$ cat config.mk
export PLATFORM = sky130hd
export DESIGN_NAME = uart_tx_arbiter_flat
export DESIGN_NICKNAME = d
export VERILOG_FILES = /design/src/rtl/uart_tx_arbiter_if.sv /design/src/rtl/uart_tx_arbiter.sv /design/src/flat_wrapper.sv
export SDC_FILE = /design/constraint.sdc
export NUM_CORES = 1
export LEC_CHECK = 0
export CORE_MARGIN = 2
export CORE_UTILIZATION = 42
export DETAILED_ROUTE_END_ITERATION = 6
export PLACE_DENSITY = 0.76
export SLEW_MARGIN = 20
export SYNTH_ARGS = -nofsm -noshare
export SYNTH_HDL_FRONTEND = slang
export SYNTH_SLANG_ARGS = --single-unit
$ cat constraint.sdc
create_clock -name CLK_I -period 2.25 [get_ports CLK_I]
set_input_delay 0.675 -clock CLK_I [delete_from_list [all_inputs] [get_ports CLK_I]]
set_output_delay 0.675 -clock CLK_I [all_outputs]
set_load 0.01 [all_outputs]
$ cat src/rtl/uart_tx_arbiter_if.sv
// Handshake bundle between the two byte-stream requesters, the arbiter and the TX FIFO write side.
interface uart_tx_arbiter_if;
   logic       req0_valid;
   logic [7:0] req0_data;
   logic       req0_last;
   logic       req0_ready;
   logic       req1_valid;
   logic [7:0] req1_data;
   logic       req1_last;
   logic       req1_ready;
   logic       fifo_we;
   logic [7:0] fifo_data;
   logic       fifo_full;

   // master: requesters plus FIFO, slave: the arbiter
   modport master (
      output req0_valid, req0_data, req0_last, req1_valid, req1_data, req1_last, fifo_full,
      input  req0_ready, req1_ready, fifo_we, fifo_data
   );
   modport slave (
      input  req0_valid, req0_data, req0_last, req1_valid, req1_data, req1_last, fifo_full,
      output req0_ready, req1_ready, fifo_we, fifo_data
   );
endinterface

$ cat src/rtl/uart_tx_arbiter.sv
// Packet-granular round-robin arbiter sharing the UART TX FIFO between two requesters,
// prefixing each packet with a source header and splitting packets longer than MAX_LEN.
//
// state   | meaning
// IDLE    | no owner; both VALIDs sampled, winner registered into grant
// HDR     | header byte for the granted source written when FIFO not full
// PAYLOAD | granted requester's bytes forwarded until LAST or MAX_LEN bytes
module uart_tx_arbiter #(
   parameter int         MAX_LEN = 16,
   parameter logic [7:0] HDR0    = 8'hA0,
   parameter logic [7:0] HDR1    = 8'hA1
) (
   input  logic               CLK_I,
   input  logic               RST_I,
   uart_tx_arbiter_if.slave   bus,
   output logic [1:0]         GRANT_O,
   output logic               BUSY_O,
   output logic               TRUNC_O
);
   localparam int              CW       = $clog2(MAX_LEN + 1);
   localparam logic [CW-1:0]   LAST_CNT = CW'(MAX_LEN - 1);

   typedef enum logic [1:0] {ST_IDLE, ST_HDR, ST_PAYLOAD} state_t;

   state_t        r_state, w_state_nxt;
   logic [1:0]    r_grant, w_grant_nxt;
   logic          r_ptr;
   logic [CW-1:0] r_count;
   logic          r_trunc;

   logic          w_sel_valid, w_sel_last;
   logic [7:0]    w_sel_data;
   logic          w_we, w_rdy0, w_rdy1, w_accept, w_eop;
   logic [7:0]    w_data;

   assign w_sel_valid = r_grant[1] ? bus.req1_valid : bus.req0_valid;
   assign w_sel_data  = r_grant[1] ? bus.req1_data  : bus.req0_data;
   assign w_sel_last  = r_grant[1] ? bus.req1_last  : bus.req0_last;

   always_comb begin
      w_state_nxt = r_state;
      w_grant_nxt = r_grant;
      w_we        = 1'b0;
      w_data      = 8'h00;
      w_rdy0      = 1'b0;
      w_rdy1      = 1'b0;
      w_accept    = 1'b0;
      w_eop       = 1'b0;
      case (r_state)
         ST_IDLE: begin
            if (bus.req0_valid || bus.req1_valid) begin
               w_state_nxt = ST_HDR;
               if (bus.req0_valid && bus.req1_valid)
                  w_grant_nxt = r_ptr ? 2'b10 : 2'b01;
               else
                  w_grant_nxt = bus.req0_valid ? 2'b01 : 2'b10;
            end
         end
         ST_HDR: begin
            if (!bus.fifo_full) begin
               w_we        = 1'b1;
               w_data      = r_grant[1] ? HDR1 : HDR0;
               w_state_nxt = ST_PAYLOAD;
            end
         end
         ST_PAYLOAD: begin
            w_rdy0   = r_grant[0] & ~bus.fifo_full;
            w_rdy1   = r_grant[1] & ~bus.fifo_full;
            w_accept = w_sel_valid & ~bus.fifo_full;
            w_we     = w_accept;
            w_data   = w_sel_data;
            w_eop    = w_accept & (w_sel_last | (r_count == LAST_CNT));
            if (w_eop) begin
               w_state_nxt = ST_IDLE;
               w_grant_nxt = 2'b00;
            end
         end
         default: begin
            w_state_nxt = ST_IDLE;
            w_grant_nxt = 2'b00;
         end
      endcase
   end

   // Reset blocks writes in the very cycle it is asserted, so an abandoned packet stops at once.
   assign bus.fifo_we    = w_we & ~RST_I;
   assign bus.fifo_data  = w_data;
   assign bus.req0_ready = w_rdy0 & ~RST_I;
   assign bus.req1_ready = w_rdy1 & ~RST_I;

   always_ff @(posedge CLK_I) begin
      if (RST_I) begin
         r_state <= ST_IDLE;
         r_grant <= 2'b00;
         r_ptr   <= 1'b0;
         r_count <= '0;
         r_trunc <= 1'b0;
      end else begin
         r_state <= w_state_nxt;
         r_grant <= w_grant_nxt;
         r_trunc <= w_eop & ~w_sel_last;
         if (w_eop) begin
            r_count <= '0;
            r_ptr   <= r_grant[0];
         end else if (w_accept) begin
            r_count <= r_count + 1'b1;
         end
      end
   end

   assign GRANT_O = r_grant;
   assign BUSY_O  = (r_state != ST_IDLE);
   assign TRUNC_O = r_trunc;
endmodule
$ cat src/flat_wrapper.sv
// flat-port wrapper written by rule: the top's interface ports become plain ports
module uart_tx_arbiter_flat 
#(
   parameter int         MAX_LEN = 16,
   parameter logic [7:0] HDR0    = 8'hA0,
   parameter logic [7:0] HDR1    = 8'hA1
)
  (CLK_I, RST_I, GRANT_O, BUSY_O, TRUNC_O, bus_req0_valid, bus_req0_data, bus_req0_last, bus_req1_valid, bus_req1_data, bus_req1_last, bus_fifo_full, bus_req0_ready, bus_req1_ready, bus_fifo_we, bus_fifo_data);
  uart_tx_arbiter_if bus_i ();
  input  logic CLK_I;
  input  logic RST_I;
  output logic [1:0] GRANT_O;
  output logic BUSY_O;
  output logic TRUNC_O;
  input wire logic [$bits(bus_i.req0_valid)-1:0] bus_req0_valid;
  input wire logic [$bits(bus_i.req0_data)-1:0] bus_req0_data;
  input wire logic [$bits(bus_i.req0_last)-1:0] bus_req0_last;
  input wire logic [$bits(bus_i.req1_valid)-1:0] bus_req1_valid;
  input wire logic [$bits(bus_i.req1_data)-1:0] bus_req1_data;
  input wire logic [$bits(bus_i.req1_last)-1:0] bus_req1_last;
  input wire logic [$bits(bus_i.fifo_full)-1:0] bus_fifo_full;
  output wire logic [$bits(bus_i.req0_ready)-1:0] bus_req0_ready;
  output wire logic [$bits(bus_i.req1_ready)-1:0] bus_req1_ready;
  output wire logic [$bits(bus_i.fifo_we)-1:0] bus_fifo_we;
  output wire logic [$bits(bus_i.fifo_data)-1:0] bus_fifo_data;
  assign bus_i.req0_valid = bus_req0_valid;
  assign bus_i.req0_data = bus_req0_data;
  assign bus_i.req0_last = bus_req0_last;
  assign bus_i.req1_valid = bus_req1_valid;
  assign bus_i.req1_data = bus_req1_data;
  assign bus_i.req1_last = bus_req1_last;
  assign bus_i.fifo_full = bus_fifo_full;
  assign bus_req0_ready = bus_i.req0_ready;
  assign bus_req1_ready = bus_i.req1_ready;
  assign bus_fifo_we = bus_i.fifo_we;
  assign bus_fifo_data = bus_i.fifo_data;
  uart_tx_arbiter #(.MAX_LEN(MAX_LEN), .HDR0(HDR0), .HDR1(HDR1)) u_core (.CLK_I(CLK_I), .RST_I(RST_I), .bus(bus_i), .GRANT_O(GRANT_O), .BUSY_O(BUSY_O), .TRUNC_O(TRUNC_O));
endmodule
Word level (Yosys, flattened, before mapping)

Cells that the tools add are included.
Widths: inputs -> output; s select.

Register bits: 11
Input port bits: 23
Output and inout bits: 15
Word-level logic and storage cells: 53

Add/sub/neg operators: 1
Equal/unequal tests: 6
Muxes and demuxes: 21
Bitwise operators: 13
Reduce and logical (&&, ||, !) cells: 7

Operator list:

| operator            | count |
|---|---|
| $mux 8              | 2 |
| $pmux 8 s2          | 1 |
| $mux 2              | 7 |
| $pmux 2 s3          | 2 |
| $and 1x1->1         | 8 |
| $mux 1              | 8 |
| $reduce_and 3->1    | 2 |
| $add 5x1->5 const B | 1 |
| $eq 5x4->1 const B  | 1 |
| $ne 2x1->1 const B  | 2 |
| $not 1->1           | 4 |
| $eq 2x1->1 const B  | 1 |
| $eq 2x2->1 const B  | 1 |
| $logic_not 2->1     | 1 |
| $ne 2x2->1 const B  | 1 |
| $pmux 1 s2          | 1 |
| $reduce_bool 2->1   | 1 |
| $reduce_or 2->1     | 1 |
| $logic_and 1x1->1   | 1 |
| $logic_or 1x1->1    | 1 |
| $or 1x1->1          | 1 |

Logic depth before layout (Yosys ltp)

Depth after elaboration: 5
Mapped depth: 8
Gate-level depth less buffers: 6

Worst setup path after synthesis

Ideal clock, no wire load.

Path kind: input -> output
From: input port bus_fifo_full
To: output port bus_fifo_we
Arrival time: 1.395 ns
Required time: 1.575 ns
Setup slack: 0.180 ns
Stages: 4
Path buffers: 1
Cells stage by stage: nand2b_2 -> nand2b_1 -> buf_2 -> a21oi_1

Longest elaborated chain between the ends: 4
Elaborated cells between the ends (all ways): 5
Classes of those cells: mux: 2; bitwise: 3

Ends and longest elaborated chain:

| element         | RTL line              | RTL |
|---|---|---|
| from (decl)     | flat_wrapper.sv:21    | `input wire logic [$bits(bus_i.fifo_full)-1:0] bus_fifo_full;` |
| $not 1->1       | uart_tx_arbiter.sv:69 | `w_accept = w_sel_valid & ~bus.fifo_full;` |
| $and 1x1->1     | uart_tx_arbiter.sv:69 |  |
| $pmux 1 s2 (*)  | uart_tx_arbiter.sv:49 | `case (r_state)` |
| $and 1x1->1 (*) | uart_tx_arbiter.sv:86 | `assign bus.fifo_we = w_we & ~RST_I;` |
| to (decl)       | flat_wrapper.sv:24    | `output wire logic [$bits(bus_i.fifo_we)-1:0] bus_fifo_we;` |

Every way passes the cells marked *; elsewhere a longest branch is shown, timed or not.

Worst setup path in the final report

From: input port bus_req0_data[1]
To: output port bus_fifo_data[1]

Longest elaborated chain between the ends: 2

Ends and longest elaborated chain:

| element     | RTL line              | RTL |
|---|---|---|
| from (decl) | flat_wrapper.sv:16    | `input wire logic [$bits(bus_i.req0_data)-1:0] bus_req0_data;` |
| $mux 8      | uart_tx_arbiter.sv:37 | `assign w_sel_data = r_grant[1] ? bus.req1_data : bus.req0_data;` |
| $pmux 8 s2  | uart_tx_arbiter.sv:49 |  |
| to (decl)   | flat_wrapper.sv:25    | `output wire logic [$bits(bus_i.fifo_data)-1:0] bus_fifo_data;` |

Every way passes these cells.

==> results.sh <==
export IMPL_postSynthAreaPerCell_sq_um=8.86
export IMPL_maxCapViolCount=0
export IMPL_synth_top_area_share_pct=24.6
export IMPL_worstHoldStart="u_core.r_count[4]$_SDFFE_PP0P_"
export IMPL_worst_pin_slew_ns=0.353
export IMPL_critPathTopFamily="buffers and inverters"
export IMPL_firstDrtPassIters=5
export IMPL_min_path_type="register to register"
export IMPL_critical_path_required_ns=1.57
export IMPL_dp_hpwl_um=1840
export IMPL_fillers=133
export IMPL_power_density_nw_per_um2=769
export IMPL_synth_top_flop_cell="dfxtp_1"
export IMPL_critPathLaunchType="input port"
export IMPL_drv_slew=0
export IMPL_ys_types=31
export IMPL_grt_setup_unrepaired="no"
export IMPL_fmax_mhz=454
export IMPL_htreeDepth=1
export IMPL_fp_dieH_um=50.2
export IMPL_synthArstFlopShare_pct=0
export IMPL_worstPathArrival_ns=1.53
export IMPL_die_area_sq_um=2520
export IMPL_ys_top_cells_by_area="dfxtp_1 (25%), mux2i_1 (11%), ha_1 (8.4%)"
export IMPL_ys_seq_area_share_pct=24.6
export IMPL_clockBufferDepth=2
export IMPL_clk_latency_ns=0.27
export IMPL_yosysWarnings=0
export IMPL_period_share_pct=98.0
export IMPL_grt_first_pass_wirelength_um=4090
export IMPL_synth_cells=101
export IMPL_grt_use_total_pct=20.8
export IMPL_fin_total_pwr_mw=1.16
export IMPL_timing_final_ws_setup_ns=0.0461
export IMPL_syn_area_sq_um=895
export IMPL_antenna_cells=0
export IMPL_port_buffers=37
export IMPL_io_pins=38
export IMPL_layout_drive_gt1_share_pct=37.9
export IMPL_clkSinkCount=11
export IMPL_yosys_area_top_type="dfxtp_1"
export IMPL_syn2layout_area_growth_pct=69.4
export IMPL_syn_num_nets=130
export IMPL_hold_viol=0
export IMPL_grt_remaining_overflow=0
export IMPL_crit_slowest_cell="clkdlybuf4s50_1"
export IMPL_finalSetupViolCount=0
export IMPL_cts_made_buffers=3
export IMPL_rr_endpoint="u_core.r_state[0]$_SDFFE_PP0P_"
export IMPL_r2r_setup_slack_ns=0.44
export IMPL_drc=0
export IMPL_layout_min_cycle_time_ns=2.20
export IMPL_rows=16
export IMPL_fin_skew_ns=0.00755
export IMPL_slew_headroom_pct=76.3
export IMPL_path_max_fanout=1
export IMPL_crit_path_max_incr_delay_ns=0.47
export IMPL_nets=191
export IMPL_cts_root_buf="clkbuf_4"
export IMPL_synth_edff_count=0
export IMPL_critical_path_buf_inv_count=2
export IMPL_p_leak_nw=0.679
export IMPL_viasPerCell=5.22
export IMPL_first_global_vias=1001
export IMPL_grt_max_degree=9
export IMPL_cts_tree="done"
export IMPL_synth_cells_most_frequent="nor2_1 (12), dfxtp_1 (11), mux2i_1 (10), nand2b_1 (10), a21oi_1 (9)"
export IMPL_crit_path_cell_trace="clkdlybuf4s50_1 > mux2i_1 > nor2_1 > clkdlybuf4s15_1"
export IMPL_antenna_found_initial=0
export IMPL_die_x_um=50.2
export IMPL_postRouteAntennaNets=0
export IMPL_vias=981
export IMPL_initial_core_util_pct=45.1
export IMPL_dr_first_iter_drc_count=15
export IMPL_gp_congestion=0.775
export IMPL_synth_most_common_cell="nor2_1"
export IMPL_pre_cts_ws_ns=-0.635
export IMPL_holdPathEnd="u_core.r_count[4]$_SDFFE_PP0P_"
export IMPL_core_sq_um=1980
export IMPL_ir_drop_mv=0.637
export IMPL_status="finished clean"
export IMPL_wl_per_cell_um=13.8
export IMPL_cts_hold_buf=0
export IMPL_ys_seq_elements=11
export IMPL_end_kind="primary output"
export IMPL_worstSetupPathType="input port to primary output"
export IMPL_reg2reg_depth=6
export IMPL_r2r_start="u_core.r_count[0]$_SDFFE_PP0P_"
export IMPL_routed_wl_um=2590
export IMPL_path_clk_slew_ns=0.07
export IMPL_whs_path_depth=2
## layout by cell type (no fill, tap or decap), types with 2 or more instances in the layout
master / netlist / routed
mux2_4: 1 / 4
clkbuf_2: 0 / 3
clkdlybuf4s50_1: 0 / 16
ha_1: 6 / 3
nand2_1: 6 / 5
nor3_1: 2 / 2
inv_1: 5 / 3
ha_4: 0 / 3
nand3_1: 2 / 2
nor2_1: 12 / 12
clkbuf_4: 0 / 3
o21ai_0: 2 / 2
dlymetal6s2s_1: 0 / 5
inv_2: 0 / 2
dfxtp_2: 0 / 3
a21oi_2: 0 / 3
a21oi_1: 9 / 6
nor2b_1: 3 / 2
buf_4: 0 / 23
clkdlybuf4s15_1: 0 / 2
dlygate4sd2_1: 0 / 5
nor2b_4: 1 / 2
nand2b_1: 10 / 9
buf_2: 2 / 6
mux2i_1: 10 / 10
dfxtp_1: 11 / 8
## worst reg2reg max path, stage by stage, from the launching register on
cell and delay, ns:
dfxtp_1 0.38, ha_1 0.20, and3_1 0.16, ha_1 0.30
nor3b_4 0.09, a2111oi_4 0.25, mux2_4 0.33
## where the power goes
part           switching (mW)  internal [mW]  leakage (nW)  total, mW
Combinational           0.312          0.454         0.574      0.766
Clock                  0.0685         0.0686        0.0150      0.137
Sequential             0.0355          0.226        0.0904      0.262
## layout make-up
cell class | instances | area [sq um] | share of cell area, %
tap | 27 | 33.8 | 2.23
timing repair buffer | 60 | 504 | 33.3
sequential | 11 | 224 | 14.8
multi-input combinational | 81 | 708 | 46.7
clock buffer | 4 | 26.3 | 1.73
inverter | 5 | 18.8 | 1.24
## metrics by stage
step | hold slack (ns) | instance area (sq um) | utilization [%] | cells | TNS, ns
floorplan | 0.432 | 895 | - | 101 | 0
global placement | 0.438 | 1420 | 71.8 | 181 | -4.60
detailed placement | 0.485 | 1420 | 71.8 | 181 | -4.87
CTS | 0.494 | 1480 | 74.7 | 188 | -0.145
global route | 0.528 | 1520 | 76.5 | 188 | 0
finish | 0.497 | 1520 | 76.5 | 188 | 0
## layer usage
| metal | vias to the layer above | global-route usage (%) | part of all wire [%] |
|---|---|---|---|
| met5 | - | 0 | 0 |
| met4 | 0 | 6.48 | 0 |
| met3 | 0 | 5.65 | 11 |
| met2 | 59 | 41.9 | 53 |
| met1 | 453 | 19.8 | 36 |
| li1 | 469 | - | - |
## what timing repair did
| action | in CTS | in global routing |
|---|---|---|
| buffers inserted | 3 | 0 |
| setup endpoints to repair | 11 | 11 |
| pin swaps | 5 | 3 |
| resized for setup | 45 | 22 |
## worst max path at each step
stage                           from                to  slack [ns]  cells past startpoint
floorplan              bus_fifo_full       bus_fifo_we        0.18                      4
global placement      bus_req1_valid       bus_fifo_we       -0.62                      5
detailed placement    bus_req1_valid       bus_fifo_we       -0.64                      5
CTS                 bus_req0_data[7]  bus_fifo_data[7]       -0.08                      5
global route        bus_req0_data[4]  bus_fifo_data[4]      0.0003                      4
finish              bus_req0_data[1]  bus_fifo_data[1]        0.05                      4
## sequential cells by signal, indices dropped and copies added, names as in the netlist
register	count
u_core.r_state	2
u_core.TRUNC_O	1
u_core.GRANT_O	2
u_core.r_count	5
u_core.r_ptr	1
## logic make-up (layout without fill, tap and decap cells)
family	Yosys count	in the layout	share of synthesized area (%)
flops	11	11	24.6
simple gates	45	45	31.5
buf+inv	9	69	4.89
compound gates	15	15	12.7
mux	15	15	17.9
fa+ha+maj	6	6	8.39
No activity file was read; power rests on OpenSTA's default activity.
